`config.mk`:
```
export PLATFORM = sky130hd
export DESIGN_NAME = fifo_uart_tx
export DESIGN_NICKNAME = d
export VERILOG_FILES = /design/src/rtl/fifo_uart_tx.sv
export SDC_FILE = /design/constraint.sdc
export NUM_CORES = 1
export LEC_CHECK = 0
export BUFFER_PORTS_ARGS = -buffer_cell sky130_fd_sc_hd__buf_2
export CAP_MARGIN = 20
export CORE_MARGIN = 8
export CORE_UTILIZATION = 55
export DETAILED_ROUTE_END_ITERATION = 10
export GPL_TIMING_DRIVEN = 0
export PLACE_DENSITY = 0.76
export RECOVER_POWER = 25
export SYNTH_ARGS = -nofsm -noshare
export SYNTH_HDL_FRONTEND = slang
export SYNTH_SLANG_ARGS = --single-unit
```
`constraint.sdc`:
```
create_clock -name clock -period 2.65 [get_ports clock]
set_input_delay 0.265 -clock clock [delete_from_list [all_inputs] [get_ports clock]]
set_output_delay 0.265 -clock clock [all_outputs]
set_load 0.02 [all_outputs]
```
`src/rtl/fifo_uart_tx.sv`:
```
// Serial transmitter that drains a first-word-fall-through fifo.
// Each frame is a start bit, LSB-first data, optional parity, then stop bit(s).
`timescale 1ns/1ps
module fifo_uart_tx #(
  parameter int bitWidth     = 8,
  parameter int clocksPerBit = 16,
  parameter int parityEnable = 0,
  parameter int parityOdd    = 0,
  parameter int stopBits     = 1
) (
  input  logic                clock,
  input  logic                reset,
  input  logic                enable,
  input  logic                empty,
  input  logic [bitWidth-1:0] popData,
  output logic                pop,
  output logic                txd,
  output logic                busy
);

  typedef enum logic [2:0] {IDLE, START, DATA, PARITY, STOP} state_t;

  localparam int DIV_W = (clocksPerBit > 2) ? $clog2(clocksPerBit) : 1;
  localparam int CNT_W = $clog2(bitWidth + 1);
  localparam logic [DIV_W-1:0] DIV_LAST  = DIV_W'(clocksPerBit - 1);
  localparam logic [CNT_W-1:0] DATA_LAST = CNT_W'(bitWidth - 1);
  localparam logic [CNT_W-1:0] STOP_LAST = CNT_W'(stopBits - 1);
  localparam logic             PAR_ODD   = (parityOdd != 0);

  state_t              r_state;
  logic [DIV_W-1:0]    r_div;
  logic [CNT_W-1:0]    r_bitCnt;
  logic [bitWidth-1:0] r_shift;
  logic                r_parity;
  logic                r_txd;
  logic                r_busy;

  state_t              w_nextState;
  logic [DIV_W-1:0]    w_nextDiv;
  logic [CNT_W-1:0]    w_nextBitCnt;
  logic [bitWidth-1:0] w_nextShift;
  logic                w_nextParity;
  logic                w_nextTxd;
  logic                w_bitDone;
  logic                w_pop;

  assign w_bitDone = (r_div == DIV_LAST);

  // Parity is captured at pop time because the shift register is consumed while sending.
  always_comb begin
    w_nextState  = r_state;
    w_nextBitCnt = r_bitCnt;
    w_nextShift  = r_shift;
    w_nextParity = r_parity;
    w_nextDiv    = (r_state == IDLE || w_bitDone) ? '0 : r_div + 1'b1;
    w_pop        = 1'b0;
    case (r_state)
      IDLE: begin
        w_pop = enable & ~empty;
      end
      START: begin
        if (w_bitDone) begin
          w_nextState  = DATA;
          w_nextBitCnt = '0;
        end
      end
      DATA: begin
        if (w_bitDone) begin
          w_nextShift = r_shift >> 1;
          if (r_bitCnt == DATA_LAST) begin
            w_nextBitCnt = '0;
            w_nextState  = (parityEnable != 0) ? PARITY : STOP;
          end else begin
            w_nextBitCnt = r_bitCnt + 1'b1;
          end
        end
      end
      PARITY: begin
        if (w_bitDone) begin
          w_nextState  = STOP;
          w_nextBitCnt = '0;
        end
      end
      STOP: begin
        if (w_bitDone) begin
          if (r_bitCnt == STOP_LAST) begin
            w_nextBitCnt = '0;
            w_pop        = enable & ~empty;
            w_nextState  = IDLE;
          end else begin
            w_nextBitCnt = r_bitCnt + 1'b1;
          end
        end
      end
      default: begin
        w_nextState = IDLE;
      end
    endcase
    if (w_pop) begin
      w_nextState  = START;
      w_nextShift  = popData;
      w_nextParity = (^popData) ^ PAR_ODD;
      w_nextBitCnt = '0;
    end
  end

  always_comb begin
    w_nextTxd = 1'b1;
    case (w_nextState)
      START:   w_nextTxd = 1'b0;
      DATA:    w_nextTxd = w_nextShift[0];
      PARITY:  w_nextTxd = w_nextParity;
      default: w_nextTxd = 1'b1;
    endcase
  end

  always_ff @(posedge clock or negedge reset) begin
    if (!reset) begin
      r_state  <= IDLE;
      r_div    <= '0;
      r_bitCnt <= '0;
      r_shift  <= '0;
      r_parity <= 1'b0;
      r_txd    <= 1'b1;
      r_busy   <= 1'b0;
    end else begin
      r_state  <= w_nextState;
      r_div    <= w_nextDiv;
      r_bitCnt <= w_nextBitCnt;
      r_shift  <= w_nextShift;
      r_parity <= w_nextParity;
      r_txd    <= w_nextTxd;
      r_busy   <= (w_nextState != IDLE);
    end
  end

  // Gating with reset keeps the fifo untouched while the block is held in reset.
  assign pop  = w_pop & reset;
  assign txd  = r_txd;
  assign busy = r_busy;

endmodule

```
==> results of run 1 <==
[power groups by stage]
stage	registers, mW	logic (mW)	clock network (mW)
3_5_place_dp	0.588	0.447	0
5_1_grt	0.603	0.515	0.202
2_1_floorplan	0.582	0.338	0
4_1_cts	0.584	0.450	0.193
6_report	0.584	0.447	0.186
3_3_place_gp	0.585	0.425	0
[cell families after synthesis]
kind of cell / share of synthesized area [%]
and+or+nand+nor: 28.1
DFF: 44.9
AOI/OAI and AO/OA: 10.1
xor gates and xnor gates: 6.41
buffers and inverters: 4.27
muxes: 3.26
adders and majority gates: 3.05
[routing by layer]
layer  wire [um]  share of wire, %
met1        1110                45
met2        1270                51
met3          51               2.1
met4          48               1.9
met5           0                 0
[sequential cells by signal, summed over array words and instances (netlist names)]
signal and count:
r_bitCnt 4, r_state 3, r_shift 8, busy 1, r_div 4, txd 1, r_parity 1
[worst max-delay path, delay by kind of cell, from the launching register on]
kind            cells  cell delay (ps)
flops               1              440
simple gates        2              580
buf+inv             2              250
fa+ha+maj           1              160
compound gates      1              200
[area by class of cell]
type	count	area (sq um)
Fill cell	181	788
Multi-Input combinational cell	101	626
Sequential cell	22	552
Timing Repair Buffer	15	80.1
Buffer	6	41.3
Clock buffer	4	36.3
Tap cell	28	35.0
Inverter	3	11.3
[synth_stat cells, types with 2 or more instances]
library cell	number
buf_4	2
inv_1	3
buf_2	3
o21ai_0	4
nand3_1	13
and3_1	2
a21oi_1	8
mux2_4	2
xnor2_1	8
and3_4	2
dfrtp_1	21
or3_1	2
o21a_1	2
nand2b_1	2
nor3_1	3
ha_1	3
nor2_1	8
nand3b_1	2
nand2_1	24
[final timing paths]
path | start | end | slack (ps) | cells after the start
worst max-delay path | r_bitCnt[0]$_DFFE_PN0P_ | pop | 450 | 6
worst min-delay path | popData[5] | r_shift[5]$_DFFE_PN0P_ | 180 | 3
worst max register to register | r_bitCnt[0]$_DFFE_PN0P_ | txd$_DFF_PN1_ | 500 | 8
worst min register to register | r_div[0]$_DFF_PN0_ | r_div[0]$_DFF_PN0_ | 470 | 1
max in group asynchronous | reset | txd$_DFF_PN1_ | 1830 | 2
min in group asynchronous | reset | r_shift[0]$_DFF_PN0_ | 470 | 2
==> results.toml, run 1 <==
[status]
outcome = "completed"

[floorplanning]
num_rows = 17
die_w_um = 63.3
fp.dieArea_sq_um = 4010
dieHeight_um = 63.3
core-area_sq_um = 2170
io_pins = 15
initial_core_util_pct = 56.7

[setup_path]
crit_arrival_ps = 1940
cp_max_fo = 4
cp-end-kind = "primary output"
worstPathCellList = "inv_1 -> ha_1 -> or3b_4 -> o21ai_2 -> and3_1 -> buf_2"
crit_type = "reg2out"
cp.required_ps = 2380
start_kind = "register"
cp_slowest_cell = "dfrtp_1"
slowest_delay_ps = 440

[global_routing]
antenna_found_initial = 0
grt_pass1_vias = 1074
grt_pass1_wl_um = 4460
grt_max_degree = 24
grt_util_met3_pct = 2.12
grt_overflow = 0
grt_usage_pct = 13.5
use_met1_pct = 14.4
gr-max-usage-layer = "met2"
global_route.usage.met2_pct = 25.1

[layout]
fin_nets = 167
final_common_cell = "nand2_1"
fin_util_pct = 63.7
layout_common_cells = "nand2_1 (24), dfrtp_1 (21), buf_2 (17)"
layout.cells.non_filler = 179
areaGrowthSynthToFinish_pct = 12.3
finish.instance_area_sq_um = 1380
drive_above_1_share_pct = 22.5
antenna_cells = 0

[logic_synthesis]
synth_top_cell_area_share_pct = 42.7
synth-seq-area-share_pct = 44.9
yosysTopAreaCell = "dfrtp_1"
ys_types = 37
synth-seq-cells = 22
syn_area_per_cell_sq_um = 9.32
synth_edf_count = 0
synthArstFlopShare_pct = 100
syn_area_sq_um = 1230
synthCells = 132
yosys_warnings = 0
synth_nets = 147
synth_ff_type = "dfrtp_1"
synth.area.top_cells = "dfrtp_1 (43%), nand2_1 (7.3%), xnor2_1 (5.7%), nand3_1 (5.3%), a21oi_1 (3.3%)"

[clocking]
hold_buffers = 1
cts_resized = 0
clkLatencyLatePin_ps = 310
cts_tree = "built"
cts_setup_buffers = 0
cts_buffer_depth = 2
path_clk_slew_ps = 120
ctsHtreeMaxLevel = 1
cts-root-buf = "clkbuf_4"
cts_made_buffers = 3
clock_sink_count = 22

[flow_run]
cap_violations = 0

[routing]
postRouteAntennaNets = 0
vias = 1015
first_pass_iters = 4
wire_per_inst_um = 13.9
drt-total-wl_um = 2480
drcViolationCount = 0
drt_iter0_drc = 23
viasPerCell = 5.67

[sta]
fin_ws_ps = 446
report.final.slew_viol_count = 0
setup-violations-final = 0
slew_headroom_pct = 62.0
hold_ws_ps = 185
fin_tns_setup_ps = 0
period_needed_ps = 2200
rsz0062_at_grt = "false"
final-hold-violation-count = 0
fin_skew_ps = 2.31
post-route-period-util_pct = 83.2
tightestPinTransition_ps = 566
fmax_mhz = 454

[power]
switching_share_pct = 35.9
leakagePower_nw = 0.616
max-vdd-ir-drop_v = 0.000554
p_total_mw = 1.22
cellInternalPower_mw = 0.780
pwr-share-seq_pct = 48.0
p_switching_mw = 0.437
p_clk_share_pct = 15.3
power_frac_comb_pct = 36.7
p_per_area_nw_per_um2 = 882

[placement]
dpl_cell_area_sq_um = 1340
place.gp.congestion = 0.836
numPortBuffers = 14
dp_hpwl_um = 1820
placed_cells = 174
place_ws_ps = 541

[worst_hold_path]
hold_path_class = "in2reg"
Note: power is estimated with default switching activity, not from simulation.
==> inputs of run 2 (changes only) <==
- ABC_AREA: not set -> 1
- CORE_UTILIZATION: 55 -> 52
- PLACE_DENSITY: 0.76 -> 0.75
- clock period: 2.65 -> 1.9 ns (I/O delays scaled with it)
==> results.toml, run 2 <==
[logic_synthesis]
synth_simple_gate_area_share_pct = 33.5
syn_area_per_cell_sq_um = 7.50
synth_top_cell_area_share_pct = 37.5
synth_fa_ha_area_share_pct = 2.68
synth-seq-area-share_pct = 39.3
synth-xor-area-share_pct = 2.50
synthArstFlopShare_pct = 100
ys_types = 32
syn_area_sq_um = 1400
yosys-top-cells-count = "nand2_1 (56), inv_1 (32), dfrtp_1 (21), nor2_1 (18), nand3_1 (11)"
yosysTopAreaCell = "dfrtp_1"
synth_top_family_by_area = "simple AND/OR/NAND/NOR gates"
synth_edf_count = 0
synth-seq-cells = 22
muxShareOfSynthArea_pct = 0
yosys_warnings = 0
synth_compound_area_share_pct = 10.8
synth_nets = 202
synth_ff_type = "dfrtp_1"
synth.most_common_cell = "nand2_1"
synth.area.top_cells = "dfrtp_1 (37%), nand2_1 (15%), inv_1 (8.6%), nor2_1 (4.8%), nand3_1 (3.9%)"
synthCells = 187

[setup_path]
reg2reg_to = "busy$_DFF_PN0_"
cp.required_ps = 1710
crit_type = "reg2out"
crit_arrival_ps = 1630
r2r_cells = 8
cp-end-kind = "primary output"
start_kind = "register"
cp_max_fo = 10
r2r_slack_ps = 190
reg2reg_from = "r_bitCnt[0]$_DFFE_PN0P_"

[power]
max-vdd-ir-drop_v = 0.000308
leakagePower_nw = 0.863
p_total_mw = 0.893
p_per_area_nw_per_um2 = 545

[routing]
drt_iter0_drc = 41
viasPerCell = 5.05
vias = 1223
wire_per_inst_um = 12.0
postRouteAntennaNets = 0
drt-total-wl_um = 2890
drcViolationCount = 0
first_pass_iters = 4

[clocking]
path_clk_slew_ps = 130
cts_tree = "built"
clock_sink_count = 22
cts_buffer_depth = 2
cts-root-buf = "clkbuf_4"
ctsHtreeMaxLevel = 1
clkLatencyLatePin_ps = 310
cts_made_buffers = 3

[placement]
place.gp.congestion = 0.824
dp_hpwl_um = 2240
numPortBuffers = 14

[sta]
fmax_mhz = 549
fin_tns_setup_ps = 0
tightestPinTransition_ps = 504
fin_skew_ps = 14.6
final-hold-violation-count = 0
post-route-period-util_pct = 95.9
period_needed_ps = 1820
slew_headroom_pct = 66.4
rsz0062_at_grt = "false"
report.final.slew_viol_count = 0
setup-violations-final = 0

[global_routing]
grt_overflow = 0
antenna_found_initial = 0
grt_usage_pct = 14.4
grt_pass1_vias = 1333
grt_pass1_wl_um = 5240
grt_max_degree = 24

[floorplanning]
dieHeight_um = 67.9
core-area_sq_um = 2660
initial_core_util_pct = 52.7
num_rows = 19
io_pins = 15
die_w_um = 67.9
fp.dieArea_sq_um = 4620

[layout]
top_regs = "r_shift x8, r_bitCnt x4, r_div x4"
areaGrowthSynthToFinish_pct = 16.8
antenna_cells = 0
largest_register = "r_shift"
final_common_cell = "nand2_1"
fin_nets = 227
drive_above_1_share_pct = 24.2
layout_common_cells = "nand2_1 (55), inv_1 (30), dfrtp_1 (21)"
largest_register_ffs = 8

[flow_run]
cap_violations = 0

[worst_hold_path]
hold_path_class = "in2reg"
hold_start = "popData[5]"
whs_path_depth = 3
min_to = "r_shift[5]$_DFFE_PN0P_"

[status]
outcome = "completed"
-- run 2: changes by cell type after synthesis, sizes merged, moves of 4 or more --
cell	delta
buf	-5
nor2	+14
and3	-4
nand2	+35
a21oi	-4
xnor2	-6
inv	+32
-- run 2: cells by family after synthesis --
kind of cell / count (synthesis)
and+or+nand+nor: 101
xor gates and xnor gates: 4
AOI/OAI and AO/OA: 18
buffers and inverters: 39
adders and majority gates: 3
DFF: 22
-- run 2: where the power goes --
part           switching (mW)  internal (mW)
clock                   0.141          0.213
combinational          0.0458         0.0250
sequential                  0          0.468
total                   0.187          0.706
-- run 2: worst max-delay path by stage --
stage | slack [ps] | cells after the start | startpoint | endpoint
CTS | 6 | 8 | r_bitCnt[1]$_DFFE_PN0P_ | pop
global placement | 240 | 7 | r_div[0]$_DFF_PN0_ | pop
finish | 80 | 7 | r_bitCnt[3]$_DFFE_PN0P_ | pop
detailed placement | 220 | 7 | r_div[0]$_DFF_PN0_ | pop
floorplan | 290 | 6 | r_div[0]$_DFF_PN0_ | pop
global route | 10 | 7 | r_bitCnt[3]$_DFFE_PN0P_ | pop
-- run 2: area by class of cell --
type / instances / area [sq um]
buffer: 1 / 11.3
clock buffer: 3 / 22.5
clock inverter: 1 / 30.0
fill: 251 / 1020
inverter: 38 / 145
multi-input combinational: 126 / 714
sequential: 22 / 552
tap: 31 / 38.8
timing repair buffer: 20 / 124
-- run 2: through the flow --
stage	hold WS [ps]	setup WS [ps]	utilization, %	cells	cell area (sq um)
2_1_floorplan	-106	291	-	187	1400
3_3_place_gp	180	245	56.8	232	1510
3_5_place_dp	186	216	56.8	232	1510
4_1_cts	151	5.64	61.0	242	1620
5_1_grt	166	10.0	61.5	242	1640
6_report	159	77.1	61.5	242	1640
-- run 2: worst max-delay path, stage by stage (launching register included) --
cell and delay (ps):
dfrtp_1 450, nor2_1 200, nand2_2 100, o21ai_4 150, nand2_4 70, buf_6 140, nor2_2 100, buf_6 120
-- run 2: what timing repair did --
action,CTS,global route
resized for setup,5,4
endpoints found under the setup margin,1,1
hold buffers,1,0
pin swaps,3,2
hold endpoints to repair,21,0
buffers inserted,5,0
-- run 2: layer usage --
| metal | GRT usage [%] | part of all wire (%) |
|---|---|---|
| met2 | 25.7 | 52 |
| met3 | 2.62 | 2.5 |
| met1 | 15.7 | 43 |
| met4 | 7.67 | 2.4 |
| met5 | 0 | 0 |
==> inputs of run 3 (changes only) <==
- clock period: 1.9 -> 1.45 ns (I/O delays scaled with it)
==> results.toml, run 3 (synthesized netlist as in run 2, its figures left out) <==
[status]
outcome = "finished with violations"
violations = "setup timing"

[power]
max-vdd-ir-drop_v = 0.000342
p_per_area_nw_per_um2 = 567
leakagePower_nw = 0.960

[floorplanning]
core-area_sq_um = 2660
num_rows = 19
die_w_um = 67.9
fp.dieArea_sq_um = 4620
initial_core_util_pct = 52.7
io_pins = 15
dieHeight_um = 67.9

[clocking]
cts-root-buf = "clkbuf_4"
path_clk_slew_ps = 130
cts_made_buffers = 3
clock_sink_count = 22
ctsHtreeMaxLevel = 1
cts_buffer_depth = 2
cts_tree = "built"
clkLatencyLatePin_ps = 310

[setup_path]
crit_arrival_ps = 1620
cp.depth = 7
cp_slowest_cell = "dfrtp_1"
cp_max_fo = 2
start_kind = "register"
cp_top_family = "flip-flops"
crit_buf_inv = 2
slowest_delay_ps = 430
worstPathCellList = "ha_4 -> nand3_4 -> o21ai_4 -> nand2_4 -> buf_8 -> nor2_4 -> buf_6"
r2r_cells = 9
crit_type = "reg2out"
cp.required_ps = 1310
cp-end-kind = "primary output"

[layout]
fin_nets = 241
antenna_cells = 0
drive_above_1_share_pct = 36.0
top_regs = "r_shift x8, r_bitCnt x4, r_div x4"
largest_register = "r_shift"
final_common_cell = "nand2_1"
areaGrowthSynthToFinish_pct = 33.5
layout_common_cells = "nand2_1 (50), inv_1 (29), dfrtp_1 (21)"
largest_register_ffs = 8

[global_routing]
grt_pass1_wl_um = 6030
grt_usage_pct = 17.0
grt_pass1_vias = 1392
antenna_found_initial = 0
grt_max_degree = 22
grt_overflow = 0

[sta]
post-route-period-util_pct = 122
final-hold-violation-count = 0
period_needed_ps = 1760
fin_tns_setup_ps = -2000
fin_skew_ps = 2.62
setup-violations-final = 17
slew_headroom_pct = 65.0
report.final.slew_viol_count = 0
fin_ws_ps = -314
tightestPinTransition_ps = 525
fmax_mhz = 567
rsz0062_at_grt = "true"

[routing]
wire_per_inst_um = 14.0
postRouteAntennaNets = 0
first_pass_iters = 4
drt-total-wl_um = 3570
vias = 1283
viasPerCell = 5.01
drt_iter0_drc = 53
drcViolationCount = 0

[placement]
place_ws_ps = -184
place.gp.congestion = 0.828
dp_hpwl_um = 2320
numPortBuffers = 14

[worst_hold_path]
hold_path_class = "in2reg"
whs_path_depth = 3

[flow_run]
cap_violations = 0
## run 3: where the power goes
part | total (mW) | switching (mW) | internal (mW)
Clock | 0.346 | 0.193 | 0.153
Sequential | 0.614 | 0 | 0.614
Combinational | 0.101 | 0.0652 | 0.0357
## run 3: cell type report
type                            count  area [sq um]
Sequential cell                    22           552
Multi-Input combinational cell    126           826
Tap cell                           31          38.8
Buffer                              1          15.0
Clock buffer                        4          36.3
Timing Repair Buffer               34           245
Fill cell                         212           791
Inverter                           38           159
## run 3: final timing paths
kind / startpoint / to / slack (ps)
min reg2reg: r_shift[6]$_DFFE_PN0P_ / r_shift[5]$_DFFE_PN0P_ / 550
max: r_div[1]$_DFF_PN0_ / pop / -310
max in group asynchronous: reset / r_parity$_DFF_PN0_ / 600
min in group asynchronous: reset / r_bitCnt[0]$_DFFE_PN0P_ / 170
max reg2reg: r_bitCnt[1]$_DFFE_PN0P_ / busy$_DFF_PN0_ / -190
min: popData[5] / r_shift[5]$_DFFE_PN0P_ / 100
## run 3: repair_timing
action	4_1_cts	5_1_grt
setup buffers	16	5
pin swaps	11	10
hold buffers	2	0
hold endpoints to repair	21	0
endpoints found under the setup margin	16	19
gates resized for setup	32	14
## run 3: worst min-delay path, stage by stage
cell,delay (ps)
buf_2,110
nand2_1,60
o211ai_1,70
## run 3: routing by layer
metal / GRT usage, % / share of wire (%) / vias to the layer above
li1: - / - / 655
met1: 18.1 / 42 / 595
met2: 30.2 / 53 / 24
met3: 3.76 / 3.0 / 9
met4: 9.97 / 2.4 / 0
met5: 0 / 0 / -
## run 3: through the flow
step | util [%] | std cells | power (mW) | hold slack [ps] | instance area (sq um)
global route | 70.3 | 256 | 1.12 | 107 | 1870
floorplan | - | 187 | 0.673 | -151 | 1410
detailed placement | 57.0 | 232 | 0.717 | 145 | 1520
global placement | 57.0 | 232 | 0.711 | 135 | 1520
CTS | 68.7 | 254 | 1.07 | 110 | 1830
finish | 70.3 | 256 | 1.06 | 103 | 1870
